$ cat config.mk
export PLATFORM = sky130hd
export DESIGN_NAME = arch_state_dumper_flat
export DESIGN_NICKNAME = d
export VERILOG_FILES = /design/src/rtl/arch_dump_pkg.sv /design/src/rtl/arch_dump_if.sv /design/src/rtl/arch_dump_out_reg.sv /design/src/rtl/arch_state_dumper.sv /design/src/flat_wrapper.sv
export SDC_FILE = /design/constraint.sdc
export NUM_CORES = 1
export LEC_CHECK = 0
export BUFFER_PORTS_ARGS = -buffer_cell sky130_fd_sc_hd__buf_2
export CAP_MARGIN = 40
export CORE_MARGIN = 2
export CORE_UTILIZATION = 35
export CTS_CLUSTER_DIAMETER = 80
export CTS_CLUSTER_SIZE = 28
export DETAILED_ROUTE_END_ITERATION = 10
export GPL_TIMING_DRIVEN = 0
export PLACE_DENSITY = 0.73
export SLEW_MARGIN = 10
export SYNTH_ARGS = -nofsm -noshare
export SYNTH_HDL_FRONTEND = slang
export SYNTH_SLANG_ARGS = --single-unit
$ cat constraint.sdc
create_clock -name clock -period 2.32 [get_ports clock]
set_clock_uncertainty 0.2 [all_clocks]
set_input_delay 0.116 -clock clock [delete_from_list [all_inputs] [get_ports clock]]
set_output_delay 0.116 -clock clock [all_outputs]
set_load 0.005 [all_outputs]
$ cat src/rtl/arch_dump_pkg.sv
// Shared types and constants for the architectural state dumper.
package arch_dump_pkg;

    localparam int XLEN    = 64;
    localparam int NREGS   = 32;
    localparam int RADDR_W = $clog2(NREGS);

    typedef logic [7:0] tag_t;

    localparam tag_t TAG_PC       = 8'd0;
    localparam tag_t TAG_PRV      = 8'd1;
    localparam tag_t TAG_XPR_BASE = 8'd2;
    localparam int   NUM_RECORDS  = 34;
    localparam tag_t TAG_LAST     = tag_t'(NUM_RECORDS - 1);

    typedef enum logic [2:0] {IDLE, HALT, SNAP, SEND, READ, WAIT, DONE} state_t;

    typedef struct packed {
        tag_t            tag;
        logic [XLEN-1:0] data;
        logic            last;
    } record_t;

endpackage

$ cat src/rtl/arch_dump_if.sv
// Tagged record stream from the dumper to the harness sink.
interface arch_dump_if;
    import arch_dump_pkg::*;

    logic            out_valid;
    logic            out_ready;
    tag_t            out_tag;
    logic [XLEN-1:0] out_data;
    logic            out_last;

    modport master (output out_valid, out_tag, out_data, out_last, input out_ready);
    modport slave  (input out_valid, out_tag, out_data, out_last, output out_ready);
endinterface

$ cat src/rtl/arch_dump_out_reg.sv
// Single-entry output holding register: loads one record, holds it until the sink takes it.
module arch_dump_out_reg
    import arch_dump_pkg::*;
(
    input  logic        clock,
    input  logic        reset,
    input  logic        load,
    input  record_t     load_rec,
    output logic        fire,
    arch_dump_if.master dump
);

    assign fire = dump.out_valid && dump.out_ready;

    always_ff @(posedge clock) begin
        if (reset) begin
            // NOTE: the payload is reset as well, not just the valid bit, so every output reads 0 out of reset.
            dump.out_valid <= 1'b0;
            dump.out_tag   <= '0;
            dump.out_data  <= '0;
            dump.out_last  <= 1'b0;
        end else if (load) begin
            dump.out_valid <= 1'b1;
            dump.out_tag   <= load_rec.tag;
            dump.out_data  <= load_rec.data;
            dump.out_last  <= load_rec.last;
        end else if (fire) begin
            dump.out_valid <= 1'b0;
        end
    end

endmodule

$ cat src/rtl/arch_state_dumper.sv
// Halts the core at an instruction boundary, snapshots PC/PRV, reads x0..x31 and streams
// 34 tagged records to the harness sink.
module arch_state_dumper
    import arch_dump_pkg::*;
#(
    parameter int RF_LATENCY = 1
) (
    input  logic               clock,
    input  logic               reset,
    input  logic [63:0]        cfg_dump_cycle,
    input  logic               trigger,
    input  logic               core_retire,
    input  logic [XLEN-1:0]    core_pc,
    input  logic [1:0]         core_prv,
    output logic               core_halt_req,
    input  logic               core_halted,
    output logic               rf_ren,
    output logic [RADDR_W-1:0] rf_raddr,
    input  logic [XLEN-1:0]    rf_rdata,
    arch_dump_if.master        dump,
    output logic               busy,
    output logic               done,
    output logic [63:0]        cycle_count
);

    localparam logic [1:0] LAT_INIT = 2'(RF_LATENCY - 1);

    state_t     state;
    tag_t       idx;
    logic [1:0] lat_cnt;
    logic       armed;
    logic       at_boundary;
    logic [1:0] prv_q;
    logic       auto_hit;
    logic       fire;
    logic       load;
    record_t    load_rec;

    assign auto_hit = armed && (cfg_dump_cycle != '0) && (cycle_count == cfg_dump_cycle);
    assign busy     = (state != IDLE);

    always_ff @(posedge clock) begin
        if (reset) begin
            state         <= IDLE;
            idx           <= '0;
            lat_cnt       <= '0;
            armed         <= 1'b1;
            at_boundary   <= 1'b0;
            prv_q         <= '0;
            cycle_count   <= '0;
            core_halt_req <= 1'b0;
            rf_ren        <= 1'b0;
            rf_raddr      <= '0;
            done          <= 1'b0;
        end else begin
            // NOTE: all state here uses <= so every branch sees the pre-edge values of its peers.
            cycle_count <= cycle_count + 64'd1;
            done        <= 1'b0;
            rf_ren      <= 1'b0;
            case (state)
                IDLE: if (trigger || auto_hit) begin
                    state         <= HALT;
                    core_halt_req <= 1'b1;
                    at_boundary   <= core_halted;
                    if (auto_hit) armed <= 1'b0;
                end
                // A core that was already halted is at a boundary; otherwise wait for a retire.
                HALT: begin
                    if (core_retire) at_boundary <= 1'b1;
                    if (core_halted && (at_boundary || core_retire)) state <= SNAP;
                end
                SNAP: begin
                    prv_q <= core_prv;
                    idx   <= TAG_PC;
                    state <= SEND;
                end
                SEND: if (fire) begin
                    if (idx == TAG_LAST) begin
                        state         <= DONE;
                        core_halt_req <= 1'b0;
                        done          <= 1'b1;
                    end else if (idx == TAG_PC) begin
                        idx <= TAG_PRV;
                    end else begin
                        rf_ren   <= 1'b1;
                        rf_raddr <= RADDR_W'(idx - 8'd1);
                        idx      <= idx + 8'd1;
                        state    <= READ;
                    end
                end
                READ: begin
                    lat_cnt <= LAT_INIT;
                    state   <= WAIT;
                end
                WAIT: begin
                    if (lat_cnt == 2'd0) state <= SEND;
                    else lat_cnt <= lat_cnt - 2'd1;
                end
                DONE: state <= IDLE;
                default: state <= IDLE;
            endcase
        end
    end

    // Records are built here and registered by the holding register on the same edge.
    always_comb begin
        // NOTE: defaults first so no path leaves load/load_rec unassigned and infers a latch.
        load     = 1'b0;
        load_rec = '0;
        case (state)
            SNAP: begin
                load     = 1'b1;
                load_rec = '{tag: TAG_PC, data: core_pc, last: 1'b0};
            end
            SEND: if (fire && idx == TAG_PC) begin
                load     = 1'b1;
                load_rec = '{tag: TAG_PRV, data: XLEN'(prv_q), last: 1'b0};
            end
            WAIT: if (lat_cnt == 2'd0) begin
                load     = 1'b1;
                load_rec = '{tag: idx,
                             data: (idx == TAG_XPR_BASE) ? '0 : rf_rdata,
                             last: (idx == TAG_LAST)};
            end
            default: ;
        endcase
    end

    arch_dump_out_reg u_out_reg (
        .clock    (clock),
        .reset    (reset),
        .load     (load),
        .load_rec (load_rec),
        .fire     (fire),
        .dump     (dump)
    );

endmodule
$ cat src/flat_wrapper.sv
// flat-port wrapper written by rule: the top's interface ports become plain ports
module arch_state_dumper_flat import arch_dump_pkg::*;
#(
    parameter int RF_LATENCY = 1
)
  (clock, reset, cfg_dump_cycle, trigger, core_retire, core_pc, core_prv, core_halt_req, core_halted, rf_ren, rf_raddr, rf_rdata, busy, done, cycle_count, dump_out_valid, dump_out_tag, dump_out_data, dump_out_last, dump_out_ready);
  arch_dump_if dump_i ();
  input  logic clock;
  input  logic reset;
  input  logic [63:0] cfg_dump_cycle;
  input  logic trigger;
  input  logic core_retire;
  input  logic [XLEN-1:0] core_pc;
  input  logic [1:0] core_prv;
  output logic core_halt_req;
  input  logic core_halted;
  output logic rf_ren;
  output logic [RADDR_W-1:0] rf_raddr;
  input  logic [XLEN-1:0] rf_rdata;
  output logic busy;
  output logic done;
  output logic [63:0] cycle_count;
  output wire logic [$bits(dump_i.out_valid)-1:0] dump_out_valid;
  output wire logic [$bits(dump_i.out_tag)-1:0] dump_out_tag;
  output wire logic [$bits(dump_i.out_data)-1:0] dump_out_data;
  output wire logic [$bits(dump_i.out_last)-1:0] dump_out_last;
  input wire logic [$bits(dump_i.out_ready)-1:0] dump_out_ready;
  assign dump_out_valid = dump_i.out_valid;
  assign dump_out_tag = dump_i.out_tag;
  assign dump_out_data = dump_i.out_data;
  assign dump_out_last = dump_i.out_last;
  assign dump_i.out_ready = dump_out_ready;
  arch_state_dumper #(.RF_LATENCY(RF_LATENCY)) u_core (.clock(clock), .reset(reset), .cfg_dump_cycle(cfg_dump_cycle), .trigger(trigger), .core_retire(core_retire), .core_pc(core_pc), .core_prv(core_prv), .core_halt_req(core_halt_req), .core_halted(core_halted), .rf_ren(rf_ren), .rf_raddr(rf_raddr), .rf_rdata(rf_rdata), .dump(dump_i), .busy(busy), .done(done), .cycle_count(cycle_count));
endmodule
=== After elaboration in Yosys (flattened, before gate mapping) ===
Index checks and enable logic that the tools add are counted.

* Bits in registers: 163
* Output and inout port bits: 147
* Word-level logic and storage cells: 97
* Input port bits: 200

* Eq/ne operators: 17
* Bitwise logic cells: 4
* Reduce and logical (&&, ||, !) cells: 26
* $add $sub $neg: 4
* Mux-type cells: 31

{| class="wikitable"
|+ Operators by type and width
! cell !! number
|-
| $pmux W73 S3 || 1
|-
| $mux W73 || 1
|-
| $mux W66 || 1
|-
| $add A64 B1 Y64 const B || 1
|-
| $eq A64 B64 Y1 || 1
|-
| $mux W64 || 1
|-
| $reduce_bool A64 Y1 || 1
|-
| $mux W8 || 3
|-
| $mux W3 || 6
|-
| $pmux W3 S6 || 1
|-
| $pmux W8 S2 || 1
|-
| $mux W1 || 11
|-
| $ne A2 B1 Y1 const B || 5
|-
| $reduce_bool A2 Y1 || 5
|-
| $reduce_and A3 Y1 || 3
|-
| $add A8 B1 Y8 const B || 1
|-
| $eq A8 B2 Y1 const B || 1
|-
| $eq A8 B6 Y1 const B || 1
|-
| $logic_not A8 Y1 || 1
|-
| $reduce_and A4 Y1 || 2
|-
| $eq A3 B2 Y1 const B || 2
|-
| $eq A3 B3 Y1 const B || 2
|-
| $ne A2 B2 Y1 const B || 3
|-
| $logic_and A1 B1 Y1 || 5
|-
| 17 further kinds || 22
|}

=== Depth between registers and ports, before layout ===
Gate-level depths: netlist of the first run.

* Depth in word-level cells: 6
* Mapped depth: 9
* Gate-level depth less buffers: 9

=== Cells and area by module ===
From an unflattened synthesis of the first run, not the netlist that was laid out.

* Cells, all modules: 1001
* Area, all modules: 8763.4 um^2

{| class="wikitable"
|+ Modules (own cells, without submodules)
! module !! area an instance (um^2) !! instances !! cells an instance !! sequential area each (um^2)
|-
| arch_state_dumper || 6084.6 || 1 || 761 || 1781.7
|-
| arch_dump_out_reg || 2678.8 || 1 || 240 || 1481.4
|}

=== Least setup slack after synthesis of the first run ===
OpenSTA, ideal clock, no wires.

* Path kind: reg2reg
* Start point: reg u_core.cycle_count[0]
* End point: reg u_core.cycle_count[62]
* Arrival: 2.159 ns
* Setup time: 0.117 ns
* Cell stages (with the launch flop): 9
* Clock period less this slack: 2.476 ns
* Required time: 2.003 ns
* Slack: -0.156 ns
* Path buffers: 0
* Cells stage by stage: dfxtp_1 -> ha_1 -> inv_1 -> nor4_2 -> nand4_1 -> nor4_2 -> nand4_1 -> xor2_1 -> nor2_1

* Cells in the longest elaborated chain, start to end: 1

{| class="wikitable"
|+ RTL lines
! item !! line !! RTL
|-
| start, declared || arch_state_dumper.sv:23 || <nowiki>output logic [63:0] cycle_count</nowiki>
|-
| start signal, assigned || arch_state_dumper.sv:57 || <nowiki>cycle_count <= cycle_count + 64'd1;</nowiki>
|-
| $add A64 B1 Y64 || arch_state_dumper.sv:57 ||
|}

No other way between the ends.
A chain may end at the register's enable or synchronous reset.

=== Worst setup path in the final report of the first run ===
* Start point: reg u_core.idx[7]
* End point: reg u_core.u_out_reg.dump.out_data[59]

* Cells in the longest elaborated chain, start to end: 4
* Elaborated cells on any way between the ends: 8
* Classes of those cells: eq/ne (1); mux (5); reduce/logical (2)

{| class="wikitable"
|+ RTL lines
! item !! line !! RTL
|-
| start, declared || arch_state_dumper.sv:29 || <nowiki>tag_t idx;</nowiki>
|-
| start signal, assigned || arch_state_dumper.sv:87 || <nowiki>idx <= idx + 8'd1;</nowiki>
|-
| $eq A8 B2 Y1 or $logic_not A8 Y1 (tied branches) || arch_state_dumper.sv:122, arch_state_dumper.sv:115 ||
|-
| $mux W64 or $logic_and A1 B1 Y1 (tied branches) || arch_state_dumper.sv:122, arch_state_dumper.sv:115 ||
|-
| $mux W73 or $mux W1 (tied branches) || arch_state_dumper.sv:119, arch_state_dumper.sv:115 ||
|-
| $pmux W73 S3 or $pmux W1 S3 (tied branches) || arch_state_dumper.sv:110 || <nowiki>case (state)</nowiki>
|-
| end signal, assigned || arch_dump_out_reg.sv:25 || <nowiki>dump.out_data <= load_rec.data;</nowiki>
|-
| end, declared || arch_dump_if.sv:11 || <nowiki>modport master (output out_valid, out_tag, out_data, out_last, input out_ready);</nowiki>
|}

Several ways; a longest one is shown, not always the timed one.

==> results of run 1 <==
[through the flow]
stage          instance area, sq um  hold WS (ps)   util  setup WS (ps)  power (mW)
6_report                      13000           134  0.613           -301        6.69
5_1_grt                       12900           197  0.612           -333        6.88
4_1_cts                       12600           123  0.594           -231        6.63
3_5_place_dp                   9820           157  0.464           -636        3.55
3_3_place_gp                   9810           148  0.464           -837        3.54
2_1_floorplan                  7730          52.0      -          -56.0        3.19
[worst max path at each step]
stage	end	slack, ps	cells past startpoint
after floorplan	u_core.cycle_count[57]	-60	8
after global placement	u_core.u_out_reg.dump.out_data[30]	-840	6
after detailed placement	u_core.cycle_count[62]	-640	8
after CTS	u_core.u_out_reg.dump.out_data[43]	-230	10
after global routing	u_core.cycle_count[61]	-330	9
final	u_core.u_out_reg.dump.out_data[59]	-300	9
[Yosys cell counts (11+ instances only)]
library cell	instances	area share
dfxtp_1	163	0.43
nor2_1	157	0.078
a222oi_1	65	0.086
xor2_1	63	0.073
xnor2_1	45	0.052
nand2_1	43	0.021
clkbuf_1	36	0.018
inv_1	27	0.013
nand4_1	26	0.021
nor4_1	26	0.021
nand3_1	25	0.016
a21oi_1	21	0.014
nor3_1	13	0.0086
and4_1	11	0.013
o21ai_0	11	0.0072
[per-layer routing]
| metal | wire (um) | share of wire | track usage | up-vias |
|---|---|---|---|---|
| met5 | 0 | 0 | 0 | - |
| met4 | 3300 | 0.085 | 0.228 | 0 |
| met3 | 4080 | 0.11 | 0.0889 | 227 |
| met2 | 18500 | 0.48 | 0.537 | 779 |
| met1 | 12900 | 0.33 | 0.327 | 4585 |
| li1 | - | - | - | 4303 |
[cell type report]
cell class                      count  share of cell area
Buffer                             44              0.0206
Inverter                           27             0.00782
Clock inverter                     15              0.0141
Clock buffer                       17              0.0328
Sequential cell                   163               0.260
Tap cell                          275              0.0265
Antenna cell                       10             0.00193
Multi-Input combinational cell    616               0.348
Timing Repair Buffer              553               0.288
[sequential cells by signal, summed over array words and instances (netlist names), 2 cells and up]
signal and flops:
u_core.state 3, u_core.rf_raddr 5, u_core.idx 8, u_core.u_out_reg.dump.out_data 64, u_core.u_out_reg.dump.out_tag 8, u_core.prv_q 2, u_core.cycle_count 64, u_core.lat_cnt 2
[repair_timing]
action / 4_1_cts / 5_1_grt
cloned: 3 / 3
pin swaps: 81 / 58
endpoints found under the hold margin: 78 / 0
setup endpoints to repair: 129 / 117
hold buffers: 136 / 0
resized for setup: 119 / 71
setup buffers: 47 / 22
[cells by family (layout without fill, tap and decap cells)]
kind of cell / after synthesis / in the layout
simple gates: 362 / 362
flops: 163 / 163
compound gates: 137 / 138
xor+xnor: 108 / 108
buf+inv: 77 / 656
fa+ha+maj: 7 / 7
mux: 1 / 1
other cells: 0 / 10
[power groups by stage]
stage | Combinational (mW) | Clock, mW | Sequential [mW]
2_1_floorplan | 0.245 | 0 | 2.94
3_3_place_gp | 0.591 | 0 | 2.95
3_5_place_dp | 0.597 | 0 | 2.95
4_1_cts | 0.833 | 2.93 | 2.87
5_1_grt | 0.955 | 3.06 | 2.87
6_report | 0.912 | 2.91 | 2.87
[worst reg2reg max path: cells and delay by family, from the launching register on]
family                 cells  cell delay [ps]
buffers and inverters      2              310
flip-flops                 1              330
AND/OR/NAND/NOR            6             1160
AO/OA/AOI/OAI              1              470
==> results.sh, run 1 <==
export IMPL_h_tree_depth=4
export IMPL_failed_checks="setup timing"
export IMPL_fin_nets=1629
export IMPL_worst_pin_slew_ps=719
export IMPL_ys_ff_latch=163
export IMPL_synth_async_reset_ratio=0
export IMPL_avgSynthCellArea_sq_um=8.89
export IMPL_r2r_end="u_core.u_out_reg.dump.out_data[59]"
export IMPL_min_from="cfg_dump_cycle[56]"
export IMPL_fin_crit_ps=2620
export IMPL_clk_latency_ps=440
export IMPL_min_path_type="in2reg"
export IMPL_syn_to_final_growth_pct=70.5
export IMPL_routed_via_density=5.75
export IMPL_max_freq_mhz=382
export IMPL_path_cells="or4_4 > nor3_4 > nand2_4 > nor2_4 > nor3_4 > buf_6 > buf_8 > a222oi_1 > nor2_1"
export IMPL_multiInputGateArea_sq_um=4520
export IMPL_crit_arrival_ps=2710
export IMPL_critPathMaxStageDelay_ps=550
export IMPL_grt_antenna_before_repair=5
export IMPL_die_h_um=151
export IMPL_syn_num_nets=1062
export IMPL_cts_root_buf="clkbuf_16"
export IMPL_reg2reg_depth=9
export IMPL_slew_headroom=0.516
export IMPL_p_per_area_nw_per_um2=516
export IMPL_crit_top_cell="nor3_4"
export IMPL_port_buffers=345
export IMPL_synthSimpleGateAreaFrac=0.243
export IMPL_synth_enable_flop_cells=0
export IMPL_cts_tree="built"
export IMPL_yosysSeqAreaShare=0.429
export IMPL_status="finished, violations left"
export IMPL_peakVddDrop_v=0.000510
export IMPL_die_area_sq_um=22900
export IMPL_seq_power_share=0.429
export IMPL_dp_hpwl_um=24400
export IMPL_synth_compound_area_frac=0.148
export IMPL_seq_area_sq_um=3370
export IMPL_finalNonFillerCells=1720
export IMPL_crit_buf_inv=2
export IMPL_synthCells=855
export IMPL_crit_path_start_kind="flop"
export IMPL_ant_nets=0
export IMPL_gp_congestion=0.894
export IMPL_synth_xor_area_share=0.124
export IMPL_period_share=1.13
export IMPL_ios=347
export IMPL_drc_errors=0
export IMPL_clockBufferDepth=2
export IMPL_combinationalPowerShare=0.136
export IMPL_clockPowerShare=0.435
export IMPL_p_sw_frac=0.288
export IMPL_final_cell_mix="349 x buf_2, 153 x nor2_1, 136 x dlygate4sd3_1"
export IMPL_wl_per_cell_um=22.5
export IMPL_core_area_sq_um=21200
export IMPL_p_sw_mw=1.93
export IMPL_fill_cells=1660
export IMPL_hold_viol=0
export IMPL_clk_pin_slew_ps=70
export IMPL_r2r_start="u_core.idx[7]"
export IMPL_path_delay_family="simple AND/OR/NAND/NOR gates"
export IMPL_numCtsBuffers=17
export IMPL_grt_start_max_net_pins=20
export IMPL_grt_pass1_wl_um=53900
export IMPL_setup_violations=82
export IMPL_drv_slew=0
export IMPL_crit_required_ps=2410
export IMPL_numPlacedInstances=1476
export IMPL_clock_sinks=163
export IMPL_rows=53
export IMPL_worstSetupPathType="reg2reg"
export IMPL_wl_um=38700
export IMPL_drtIter0Drc=1126
export IMPL_p_leak_nw=5.85
export IMPL_cpMaxStageDelayCell="or4_4"
export IMPL_globalRouteOverflowTotal=0
export IMPL_path_max_fanout=6
export IMPL_internal_power_mw=4.76
export IMPL_drive_gt1_frac=0.418
export IMPL_grt_usage=0.313
export IMPL_synth_top_family_by_area="simple AND/OR/NAND/NOR gates"
export IMPL_start_util=0.359
export IMPL_grt_setup_unrepaired="yes"
export IMPL_min_path_cells=7
export IMPL_dr_total_vias=9894
export IMPL_finalWorstSetupSlack_ps=-301
export IMPL_whs_endpoint="u_core.armed"
export IMPL_drv_cap=0
export IMPL_ys_warn_count=0
export IMPL_firstDrtPassIters=8
export IMPL_die_w_um=151
export IMPL_synth_ff_type="dfxtp_1"
export IMPL_synthAdderAreaFrac=0.0115
export IMPL_yosysUniqueCellTypes=58
export IMPL_fin_tns_setup_ps=-8880
export IMPL_grt_pass1_vias=9662
export IMPL_mostFrequentLayoutCell="buf_2"
export IMPL_endpoint_kind="flop"
export IMPL_worst_r2r_setup_slack_ps=-300
export IMPL_netlist_area_sq_um=7600
export IMPL_startpoint="u_core.idx[7]"
export IMPL_yosys_mux_area_fraction=0.00148
Note: power is estimated with default switching activity, not from simulation.
==> run 2: changes to the inputs <==
--- a/config.mk
+++ b/config.mk
@@ -13,7 +13,8 @@
 export CTS_CLUSTER_SIZE = 28
 export DETAILED_ROUTE_END_ITERATION = 10
 export GPL_TIMING_DRIVEN = 0
-export PLACE_DENSITY = 0.73
+export PLACE_DENSITY = 0.71
+export RECOVER_POWER = 25
 export SLEW_MARGIN = 10
 export SYNTH_ARGS = -nofsm -noshare
 export SYNTH_HDL_FRONTEND = slang
==> constraint.sdc (replaced) <==
create_clock -name clock -period 2.7 [get_ports clock]
set_clock_uncertainty 0.2 [all_clocks]
set_input_delay 0.135 -clock clock [delete_from_list [all_inputs] [get_ports clock]]
set_output_delay 0.135 -clock clock [all_outputs]
set_load 0.005 [all_outputs]
==> run 2 against run 1 <==
Cell count shrank 3.1%. Count of clock-buffer cells in the layout is the same. Non-clock buffer count shrank 50. Largest power group unchanged. Largest cell class unchanged. First-iteration DRC count shrank 31%. Maximum frequency is essentially flat. Combinational power shrank 23%. Register-to-register slack gained 380 ps. Power shrank 15%. Final area shrank 7.8%. Utilization shrank 4.8 points. The run now ends clean. Setup slack gained 380 ps. Global-route usage shrank 2.1 points.
==> results.sh, run 2 (same netlist as run 1, synthesis figures left out) <==
export IMPL_cts_root_buf="clkbuf_16"
export IMPL_seq_power_share=0.436
export IMPL_wl_per_cell_um=21.1
export IMPL_hold_viol=0
export IMPL_clockBufferDepth=2
export IMPL_path_max_fanout=10
export IMPL_slew_headroom=0.490
export IMPL_top_regs="u_core.cycle_count (64), u_core.u_out_reg.dump.out_data (64)"
export IMPL_clock_sinks=163
export IMPL_syn_to_final_growth_pct=57.2
export IMPL_routed_via_density=5.61
export IMPL_gp_congestion=0.912
export IMPL_numCtsBuffers=17
export IMPL_worst_pin_slew_ps=765
export IMPL_clk_latency_ps=430
export IMPL_port_buffers=345
export IMPL_wl_um=35200
export IMPL_final_cell_mix="301 x buf_2, 156 x nor2_1, 136 x dlygate4sd3_1, 136 x dfxtp_1, 79 x clkbuf_1"
export IMPL_p_sw_frac=0.286
export IMPL_p_leak_nw=5.18
export IMPL_rows=53
export IMPL_die_h_um=151
export IMPL_worstSetupPathType="reg2reg"
export IMPL_firstDrtPassIters=8
export IMPL_period_share=0.971
export IMPL_cts_tree="built"
export IMPL_grt_usage=0.292
export IMPL_ant_nets=0
export IMPL_h_tree_depth=4
export IMPL_clk_pin_slew_ps=80
export IMPL_crit_required_ps=2800
export IMPL_crit_arrival_ps=2730
export IMPL_grt_pass1_vias=9174
export IMPL_min_path_type="in2reg"
export IMPL_start_util=0.359
export IMPL_p_total_mw=5.68
export IMPL_fin_crit_ps=2620
export IMPL_drive_gt1_frac=0.307
export IMPL_drv_slew=0
export IMPL_grt_start_max_net_pins=20
export IMPL_grt_setup_unrepaired="yes"
export IMPL_die_w_um=151
export IMPL_dp_hpwl_um=24100
export IMPL_globalRouteOverflowTotal=0
export IMPL_ios=347
export IMPL_internal_power_mw=4.06
export IMPL_peakVddDrop_v=0.000424
export IMPL_place_area_sq_um=9690
export IMPL_mostFrequentLayoutCell="buf_2"
export IMPL_drv_cap=0
export IMPL_combinationalPowerShare=0.124
export IMPL_setup_violations=0
export IMPL_die_area_sq_um=22900
export IMPL_grt_antenna_before_repair=6
export IMPL_clockPowerShare=0.440
export IMPL_fin_nets=1578
export IMPL_dr_total_vias=9343
export IMPL_core_area_sq_um=21200
export IMPL_endpoint_kind="flop"
export IMPL_design_area_sq_um=11900
export IMPL_drc_errors=0
export IMPL_p_sw_mw=1.62
export IMPL_grt_pass1_wl_um=50300
export IMPL_drtIter0Drc=774
export IMPL_p_per_area_nw_per_um2=475
export IMPL_status="completed"
export IMPL_crit_path_start_kind="flop"
export IMPL_max_freq_mhz=381
run 2: power groups by stage:
stage	clock (mW)	sequential (mW)	combinational [mW]
floorplan	0	2.53	0.201
global placement	0	2.53	0.496
detailed placement	0	2.54	0.502
CTS	2.53	2.48	0.670
global route	2.61	2.48	0.745
finish	2.50	2.48	0.705
run 2: repair_timing:
action / CTS / global route
endpoints found under the hold margin: 77 / 0
endpoints found under the setup margin: 104 / 94
buffers inserted: 11 / 6
resized for setup: 28 / 51
hold buffers: 136 / 0
pin swaps: 10 / 11
run 2: metal layers:
layer / GRT usage / up-vias / wire length, um
met5: 0 / - / 0
met4: 0.215 / 0 / 2600
met3: 0.0657 / 172 / 3050
met2: 0.522 / 653 / 17200
met1: 0.298 / 4342 / 12300
li1: - / 4176 / -
run 2: per-stage QoR:
| stage | worst slack (ps) | cells | utilization | hold slack, ps | setup TNS (ps) |
|---|---|---|---|---|---|
| 2_1_floorplan | 224 | 855 | - | 71.0 | 0 |
| 3_3_place_gp | -613 | 1475 | 0.457 | 168 | -32950 |
| 3_5_place_dp | -647 | 1477 | 0.458 | 175 | -24340 |
| 4_1_cts | 0.0546 | 1656 | 0.559 | 141 | 0 |
| 5_1_grt | -40.7 | 1665 | 0.565 | 210 | -43.6 |
| 6_report | 77.2 | 1666 | 0.565 | 173 | 0 |
run 2: critical path, stage by stage, from the launching register on:
cell and delay, ps:
dfxtp_4 390, or4_4 570, nor3_4 180, buf_4 140
buf_4 110, a211oi_4 120, clkbuf_2 230, a222oi_1 420
nor2_1 120
run 2: final cells by class:
class                      instances  area, sq um
inverter                          27          101
antenna                            7         17.5
buffer                            47          225
multi-input combinational        615         4170
tap                              275          344
clock buffer                      17          425
clock inverter                    15          185
sequential                       163         3320
fill                            1844         9210
timing repair buffer             500         3160
run 2: final timing paths:
check	start	slack (ps)	end	cells after the start
max	u_core.idx[2]	80	u_core.u_out_reg.dump.out_data[26]	8
min	cfg_dump_cycle[38]	170	u_core.armed	7
max reg2reg	u_core.idx[2]	80	u_core.u_out_reg.dump.out_data[26]	8
min reg2reg	u_core.prv_q[1]	260	u_core.prv_q[1]	2
